<file path="src/rtl/stepper_pkg.sv">
// Shared types and constants for the stepper phase sequencer.
package stepper_pkg;

  localparam int PH_W = 3;

  localparam logic [0:0] ST_IDLE = 1'b0;
  localparam logic [0:0] ST_RUN  = 1'b1;

  // Phase index -> {A, AN, B, BN}; entry 7 is the leftmost nibble.
  localparam logic [7:0][3:0] COIL_MAP = 32'h9154_62A8;

  function automatic logic [3:0] coil_of(input logic [PH_W-1:0] phase);
    return COIL_MAP[phase];
  endfunction

endpackage

</file>
<file path="src/rtl/step_prescaler.sv">
// Step-period prescaler: counts 0..P-1 while running and ticks on P-1.
module step_prescaler #(
  parameter int DIV_W = 16
) (
  input  logic             clk,
  input  logic             rst_n,
  input  logic             clear_i,
  input  logic             run_i,
  input  logic [DIV_W-1:0] period_i,
  output logic             tick_o
);

  logic [DIV_W-1:0] count_q, count_d;
  logic [DIV_W-1:0] period_eff;

  // NOTE: every signal assigned in always_comb gets a default first, so no latch is inferred.
  always_comb begin
    period_eff = (period_i == '0) ? DIV_W'(1) : period_i;
    tick_o     = run_i && (count_q == period_eff - DIV_W'(1));
    count_d    = count_q;
    if (clear_i) begin
      count_d = '0;
    end else if (run_i) begin
      count_d = tick_o ? '0 : count_q + DIV_W'(1);
    end
  end

  // NOTE: state registers use non-blocking assignments so all flops update together.
  always_ff @(posedge clk or negedge rst_n) begin
    if (!rst_n) count_q <= '0;
    else        count_q <= count_d;
  end

endmodule

</file>
<file path="src/rtl/stepper_seq_ctrl.sv">
// Stepper-motor phase sequencer with step counts, rate prescaler and position tracking.
module stepper_seq_ctrl
  import stepper_pkg::*;
#(
  parameter int DIV_W = 16,
  parameter int CNT_W = 16,
  parameter int POS_W = 32
) (
  input  logic             CLK,
  input  logic             RST,
  input  logic             EN,
  input  logic             DIR,
  input  logic             HALF,
  input  logic [DIV_W-1:0] PERIOD,
  input  logic             CMD_VALID,
  input  logic [CNT_W-1:0] CMD_STEPS,
  output logic             CMD_READY,
  output logic             BUSY,
  output logic             DONE,
  output logic [POS_W-1:0] POS,
  output logic             A,
  output logic             AN,
  output logic             B,
  output logic             BN
);

  logic [0:0]       state_q, state_d;
  logic [PH_W-1:0]  phase_q, phase_d;
  logic [POS_W-1:0] pos_q, pos_d;
  logic [CNT_W-1:0] rem_q, rem_d;
  logic [DIV_W-1:0] period_q, period_d;
  logic             dir_q, dir_d, half_q, half_d;
  logic             done_q, done_d;
  logic             en_seen_q;
  logic [3:0]       coil_q, coil_d;
  logic             accept, clear, tick;
  logic [1:0]       step_mag;

  assign CMD_READY = (state_q == ST_IDLE) && EN && en_seen_q;
  assign accept    = CMD_VALID && CMD_READY;
  assign BUSY      = (state_q == ST_RUN);
  assign DONE      = done_q;
  assign POS       = pos_q;
  assign {A, AN, B, BN} = coil_q;
  assign step_mag  = half_q ? 2'd1 : 2'd2;

  step_prescaler #(.DIV_W(DIV_W)) u_prescaler (
    .clk      (CLK),
    .rst_n    (RST),
    .clear_i  (clear),
    .run_i    (BUSY && EN),
    .period_i (period_q),
    .tick_o   (tick)
  );

  always_comb begin
    state_d  = state_q;
    phase_d  = phase_q;
    pos_d    = pos_q;
    rem_d    = rem_q;
    period_d = period_q;
    dir_d    = dir_q;
    half_d   = half_q;
    done_d   = 1'b0;
    clear    = 1'b0;
    case (state_q)
      ST_IDLE: begin
        if (accept) begin
          dir_d    = DIR;
          half_d   = HALF;
          period_d = PERIOD;
          if (CMD_STEPS == '0) begin
            done_d = 1'b1;
          end else begin
            rem_d   = CMD_STEPS;
            clear   = 1'b1;
            state_d = ST_RUN;
          end
        end
      end
      default: begin
        // Abort wins over a step falling due on the same edge.
        if (!EN) begin
          state_d = ST_IDLE;
          rem_d   = '0;
        end else if (tick) begin
          phase_d = dir_q ? phase_q - PH_W'(step_mag) : phase_q + PH_W'(step_mag);
          pos_d   = dir_q ? pos_q - POS_W'(step_mag) : pos_q + POS_W'(step_mag);
          rem_d   = rem_q - CNT_W'(1);
          if (rem_q == CNT_W'(1)) begin
            state_d = ST_IDLE;
            done_d  = 1'b1;
          end
        end
      end
    endcase
    coil_d = EN ? coil_of(phase_d) : 4'b0000;
  end

  always_ff @(posedge CLK or negedge RST) begin
    if (!RST) begin
      state_q   <= ST_IDLE;
      phase_q   <= '0;
      pos_q     <= '0;
      rem_q     <= '0;
      period_q  <= '0;
      dir_q     <= 1'b0;
      half_q    <= 1'b0;
      done_q    <= 1'b0;
      en_seen_q <= 1'b0;
      coil_q    <= 4'b0000;
    end else begin
      state_q   <= state_d;
      phase_q   <= phase_d;
      pos_q     <= pos_d;
      rem_q     <= rem_d;
      period_q  <= period_d;
      dir_q     <= dir_d;
      half_q    <= half_d;
      done_q    <= done_d;
      en_seen_q <= en_seen_q | EN;
      coil_q    <= coil_d;
    end
  end

endmodule

</file>
<file path="config.mk">
export PLATFORM = sky130hd
export DESIGN_NAME = stepper_seq_ctrl
export DESIGN_NICKNAME = d
export VERILOG_FILES = /design/src/rtl/stepper_pkg.sv /design/src/rtl/step_prescaler.sv /design/src/rtl/stepper_seq_ctrl.sv
export SDC_FILE = /design/constraint.sdc
export NUM_CORES = 1
export LEC_CHECK = 0
export CORE_MARGIN = 1.5
export CORE_UTILIZATION = 45
export CTS_CLUSTER_DIAMETER = 30
export DETAILED_ROUTE_END_ITERATION = 8
export PLACE_DENSITY = 0.67
export SYNTH_ARGS = -nofsm -noshare
export SYNTH_HDL_FRONTEND = slang
export SYNTH_SLANG_ARGS = --single-unit
</file>
<file path="constraint.sdc">
create_clock -name CLK -period 4.5 [get_ports CLK]
set_input_delay 0.45 -clock CLK [delete_from_list [all_inputs] [get_ports CLK]]
set_output_delay 0.45 -clock CLK [all_outputs]
set_load 0.05 [all_outputs]
</file>
Word level (Yosys, flattened, before mapping)

Memory sizes are Yosys's and may differ from the RTL's.
Cells that the tools add are included.

Eq/ne operators: 4
Reduce and logical (&&, ||, !) cells: 12
Multiplexer cells: 30
Add/subtract/negate cells: 7
Bitwise operators: 2
Magnitude comparators: 1

Operator list:

| cell                    | count |
|---|---|
| $mux W16                | 9 |
| $add A32 B2 Y32         | 1 |
| $logic_not A16 Y1       | 2 |
| $mux W32                | 1 |
| $sub A16 B1 Y16 const B | 2 |
| $sub A32 B2 Y32         | 1 |
| $add A16 B1 Y16 const B | 1 |
| $eq A16 B1 Y1 const B   | 1 |
| $eq A16 B16 Y1          | 1 |
| $mux W1                 | 13 |
| $mux W3                 | 4 |
| $mux W4                 | 2 |
| $reduce_and A3 Y1       | 2 |
| $logic_and A1 B1 Y1     | 5 |
| $lt A3 B4 Y1 const B    | 1 |
| $reduce_bool A2 Y1      | 2 |
| $add A3 B2 Y3           | 1 |
| $ne A3 B2 Y1 const B    | 1 |
| $sub A3 B2 Y3           | 1 |
| $mux W2                 | 1 |
| $ne A2 B2 Y1 const B    | 1 |
| $reduce_and A2 Y1       | 1 |
| $not A1 Y1              | 1 |
| $or A1 B1 Y1            | 1 |

Register bits: 92
Output and inout port bits: 39
Memories kept: 1
Bits in read-only memories: 32
Input bits: 38

Memory list:

| memory          | words | bits a word | rd ports | clocked after memory_dff | write ports | RTL line          | RTL |
|---|---|---|---|---|---|---|---|
| (no name shown) | 8     | 4           | 1        | 0                        | 0           | stepper_pkg.sv:13 | `return COIL_MAP[phase];` |

Depth between registers and ports, before layout

Depth in word-level cells: 11
Mapped depth: 15
Depth with buffers taken out: 14

Modules after synthesis

A second synthesis with hierarchy kept.

Cells, all modules: 733
Area total of the unflattened synthesis: 6,503.7 um^2

Modules (own cells, without submodules):

| module           | sequential area each (um^2) | area each (um^2) | instances | cells each |
|---|---|---|---|---|
| stepper_seq_ctrl | 1,901.8                     | 5,003.5          | 1         | 557 |
| step_prescaler   | 400.4                       | 1,500.2          | 1         | 176 |

Least setup slack after synthesis

No wires, ideal clock.

Kind: reg-to-reg
Start: register period_q[1]
End: register u_prescaler.count_q[11]
Clock period less this slack: 3.908 ns
Stages on the path, launching flop included: 16
Arrival: 3.790 ns
Path slack: 0.592 ns
Setup time: 0.118 ns
Cell sequence: dfrtp_1 or4_1 buf_4 nor2_2 a41oi_1 ha_1 xor2_1 o21ai_0 nor4_1 nand2_1 or4b_4 or4_4 nand2_4 buf_6 o21ai_0 a21o_1

Word-level cells in the longest chain between the ends: 8

RTL lines:

| item                     | RTL line                | RTL |
|---|---|---|
| start: declaration       | stepper_seq_ctrl.sv:31  | `logic [DIV_W-1:0] period_q, period_d;` |
| start signal: assignment | stepper_seq_ctrl.sv:117 | `period_q <= period_d;` |
| $logic_not A16 Y1        | step_prescaler.sv:18    | `period_eff = (period_i == '0) ? DIV_W'(1) : period_i;` |
| $mux W16 (*)             | step_prescaler.sv:18    |  |
| $sub A16 B1 Y16 (*)      | step_prescaler.sv:19    | `tick_o = run_i && (count_q == period_eff - DIV_W'(1));` |
| $eq A16 B16 Y1 (*)       | step_prescaler.sv:19    |  |
| $logic_and A1 B1 Y1 (*)  | step_prescaler.sv:19    |  |
| $mux W16 (*)             | step_prescaler.sv:24    | `count_d = tick_o ? '0 : count_q + DIV_W'(1);` |
| $mux W16 (*)             | step_prescaler.sv:23    | `end else if (run_i) begin` |
| $mux W16 (*)             | step_prescaler.sv:21    | `if (clear_i) begin` |
| end signal: assignment   | step_prescaler.sv:31    | `else count_q <= count_d;` |
| end: declaration         | step_prescaler.sv:13    | `logic [DIV_W-1:0] count_q, count_d;` |

Every way passes the cells marked *; elsewhere a longest branch is shown, timed or not. The select of a mux whose other input is x is not followed.
A chain may end at the register's enable or synchronous reset.

Final worst setup path

Start: register period_q[3]
End: register pos_q[26], in the netlist POS[26]

Word-level cells in the longest chain between the ends: 6

RTL lines:

| item                            | RTL line                | RTL |
|---|---|---|
| $logic_not A16 Y1               | step_prescaler.sv:18    |  |
| $mux W16 (*)                    | step_prescaler.sv:18    |  |
| $sub A16 B1 Y16 (*)             | step_prescaler.sv:19    |  |
| $eq A16 B16 Y1 (*)              | step_prescaler.sv:19    |  |
| $logic_and A1 B1 Y1 (*)         | step_prescaler.sv:19    |  |
| $reduce_and A3 Y1 (no line) (*) | --                      |  |
| end signal: assignment          | stepper_seq_ctrl.sv:115 | `pos_q <= pos_d;` |
| end: declaration                | stepper_seq_ctrl.sv:29  | `logic [POS_W-1:0] pos_q, pos_d;` |

Every way passes the cells marked *; elsewhere a longest branch is shown, timed or not.

==> reports/metrics.yaml <==
grt.met3_usage_pct: 4.04
fill_cells: 1243
max_freq_mhz: 238
clk_latency_ns: 0.35
synth.most_common_cell: "dfrtp_1"
yosysSeqAreaShare_pct: 35.8
path_max_fanout: 45
area_growth_pct: 19.7
drc_errors: 0
worstPathRequired_ns: 4.74
viasPerCell: 5.85
syn_area_per_cell_um2: 8.99
synth_nets: 791
rows: 43
synth_top_flop_cell: "dfrtp_1"
cap_violations: 0
startpoint: "period_q[3]$_DFFE_PN0P_"
io_pins: 77
nNetsFinal: 862
grt_max_degree: 66
async_reset_ff_share_pct: 100
skew_ns: 0.00590
dr_total_vias: 5678
drive_above_1_share_pct: 8.85
cts_tree: "yes"
synth-edff-count: 0
die_h_um: 122
grt_pass1_vias: 5596
postRouteAntennaNets: 0
hp-class: "input port to asynchronous set/reset pin"
tightest_slew_ns: 0.878
cts-root-buf: "clkbuf_16"
rr_startpoint: "period_q[3]$_DFFE_PN0P_"
status: "completed"
leakagePower_nw: 3.43
globalplace.congestion: 0.917
start_util_pct: 46.1
finalHoldViolations: 0
cts_sinks: 92
overflow: 0
synth.distinct_cells: 73
core_um2: 13900
dp_worst_setup_slack_ns: 0.120
top_usage_layer: "met2"
setup_slack_ns: 0.295
critical_path_class: "flip-flop to flip-flop"
crit_arrival_ns: 4.44
slew_violations: 0
power_mw: 2.56
routed_wirelength_um: 15800
worst_hold_slack_ns: 0.203
yosys-top-cells-count: "dfrtp_1 (92), nand2_1 (83), o21ai_0 (83), a21oi_1 (42), nor2_1 (40)"
gr-usage-met1_pct: 28.2
rsz0062_at_grt: "true"
gr-usage-all-layers_pct: 22.1
clock_path_buffers: 2
powerDensity_nw_per_um2: 333
dp_hpwl_um: 11600
setup_viol: 0
htreeDepth: 3
place_inst: 955
io_buffers: 76
netlist_top_cells_area: "dfrtp_1 (36%), ha_1 (7.0%), o21ai_0 (6.5%)"
end_kind: "flip-flop"
globalRouteMet2Util_pct: 37.6
wire_per_inst_um: 16.3
cts.clk_slew.worst_paths_ns: 0.07
die_x_um: 122
n_antenna_cell: 0
slew_headroom_pct: 41.3
grt_first_pass_wirelength_um: 26400
timing.setup.tns_ns: 0
drtPass1Iterations: 5
finalCriticalPeriod_ns: 4.20
synthCells: 715
irDropWorstVdd_mv: 0.181
final_cells: 971
yosysTopAreaCell: "dfrtp_1"
yosysWarnings: 0
ctsHoldBuffers: 0
tritoncts.num_buffers: 9
post-route-period-util_pct: 93.4
ys_seq_elements: 92
dieArea_um2: 15000
first_iter_violations: 385
grt_antenna_before_repair: 0
syn-cell-area_um2: 6420
start_kind: "flip-flop"
yosysTopAreaCellShare_pct: 35.8
## power by group
group / leakage [nW] / switching [mW] / internal [mW]
Clock: 0.146 / 0.340 / 0.448
Combinational: 2.08 / 0.444 / 0.320
Sequential: 1.21 / 0.106 / 0.906
Total: 3.43 / 0.890 / 1.67
## state kept, by name (all words and copies together), names as in the netlist
name	count
POS	32
DONE	1
rem_q	16
period_q	16
u_prescaler.count_q	16
phase_q	3
coil_q	4
BUSY	1
en_seen_q	1
half_q	1
dir_q	1
## metal layers
metal  vias to the layer above  share of wire, %
li1                       2768                 -
met1                      2749                46
met2                       140                48
met3                        21               4.1
met4                         0               1.9
met5                         -                 0
## cell families after synthesis
logic type | count (synthesis) | share of synthesized area [%]
AOI/OAI and AO/OA | 216 | 21.3
xor gates and xnor gates | 47 | 6.41
adders and majority gates | 38 | 7.63
buffers and inverters | 49 | 3.29
DFF | 92 | 35.8
muxes | 26 | 4.48
and+or+nand+nor | 247 | 21.1
## what timing repair did
action	CTS	global route
setup buffers	0	0
setup endpoints to repair	0	15
endpoints found under the hold margin	0	0
gates resized for setup	0	3
## layout make-up
class	count	area (um^2)	area share, %
clock buffer	11	243	3.16
clock inverter	5	60.1	0.781
inverter	23	86.3	1.12
multi-input combinational	574	3930	51.1
sequential	92	2300	30.0
tap	180	225	2.93
timing repair buffer	86	846	11.0
## placed cells by master (no fill, tap or decap), drive strengths merged, types with 11 or more instances in the layout
cell	netlist	final
a21o	26	26
a21oi	42	42
and3	15	15
buf	8	11
clkbuf	18	11
clkdlybuf4s50	0	75
dfrtp	92	92
ha	36	36
inv	23	24
mux2	22	22
nand2	85	85
nand3	19	19
nor2	41	41
nor3	17	17
nor3b	14	14
nor4	15	15
o21ai	85	85
xnor2	23	23
xor2	24	24
## path summary, 6_finish.rpt
kind / to / depth (start not counted) / slack [ns]
max in group asynchronous: period_q[2]$_DFFE_PN0P_ / 2 / 3.39
worst min register to register: POS[31]$_DFFE_PN0P_ / 1 / 0.47
worst max-delay path: POS[26]$_DFFE_PN0P_ / 13 / 0.30
worst max register to register: POS[26]$_DFFE_PN0P_ / 13 / 0.30
worst min-delay path: POS[11]$_DFFE_PN0P_ / 1 / 0.20
min in group CLK: POS[31]$_DFFE_PN0P_ / 1 / 0.47
## per-stage QoR
stage | instance area [um^2] | util (%)
final | 7690 | 55.2
after global routing | 7690 | 55.2
after CTS | 7670 | 55.1
after detailed placement | 7370 | 52.9
after global placement | 7370 | 52.9
after floorplan | 6420 | -
## critical path: stages, from the launching register on
cell	delay [ns]
dfrtp_1	0.47
or4_1	0.19
nor2_2	0.05
a41oi_1	0.32
ha_1	0.28
or3b_2	0.52
a2111oi_4	0.33
nand2_1	0.08
o21ai_1	0.10
or4b_4	0.50
nor4_4	0.33
nand2_2	0.28
buf_12	0.31
mux2_1	0.32
(Power assumes the default switching activity.)
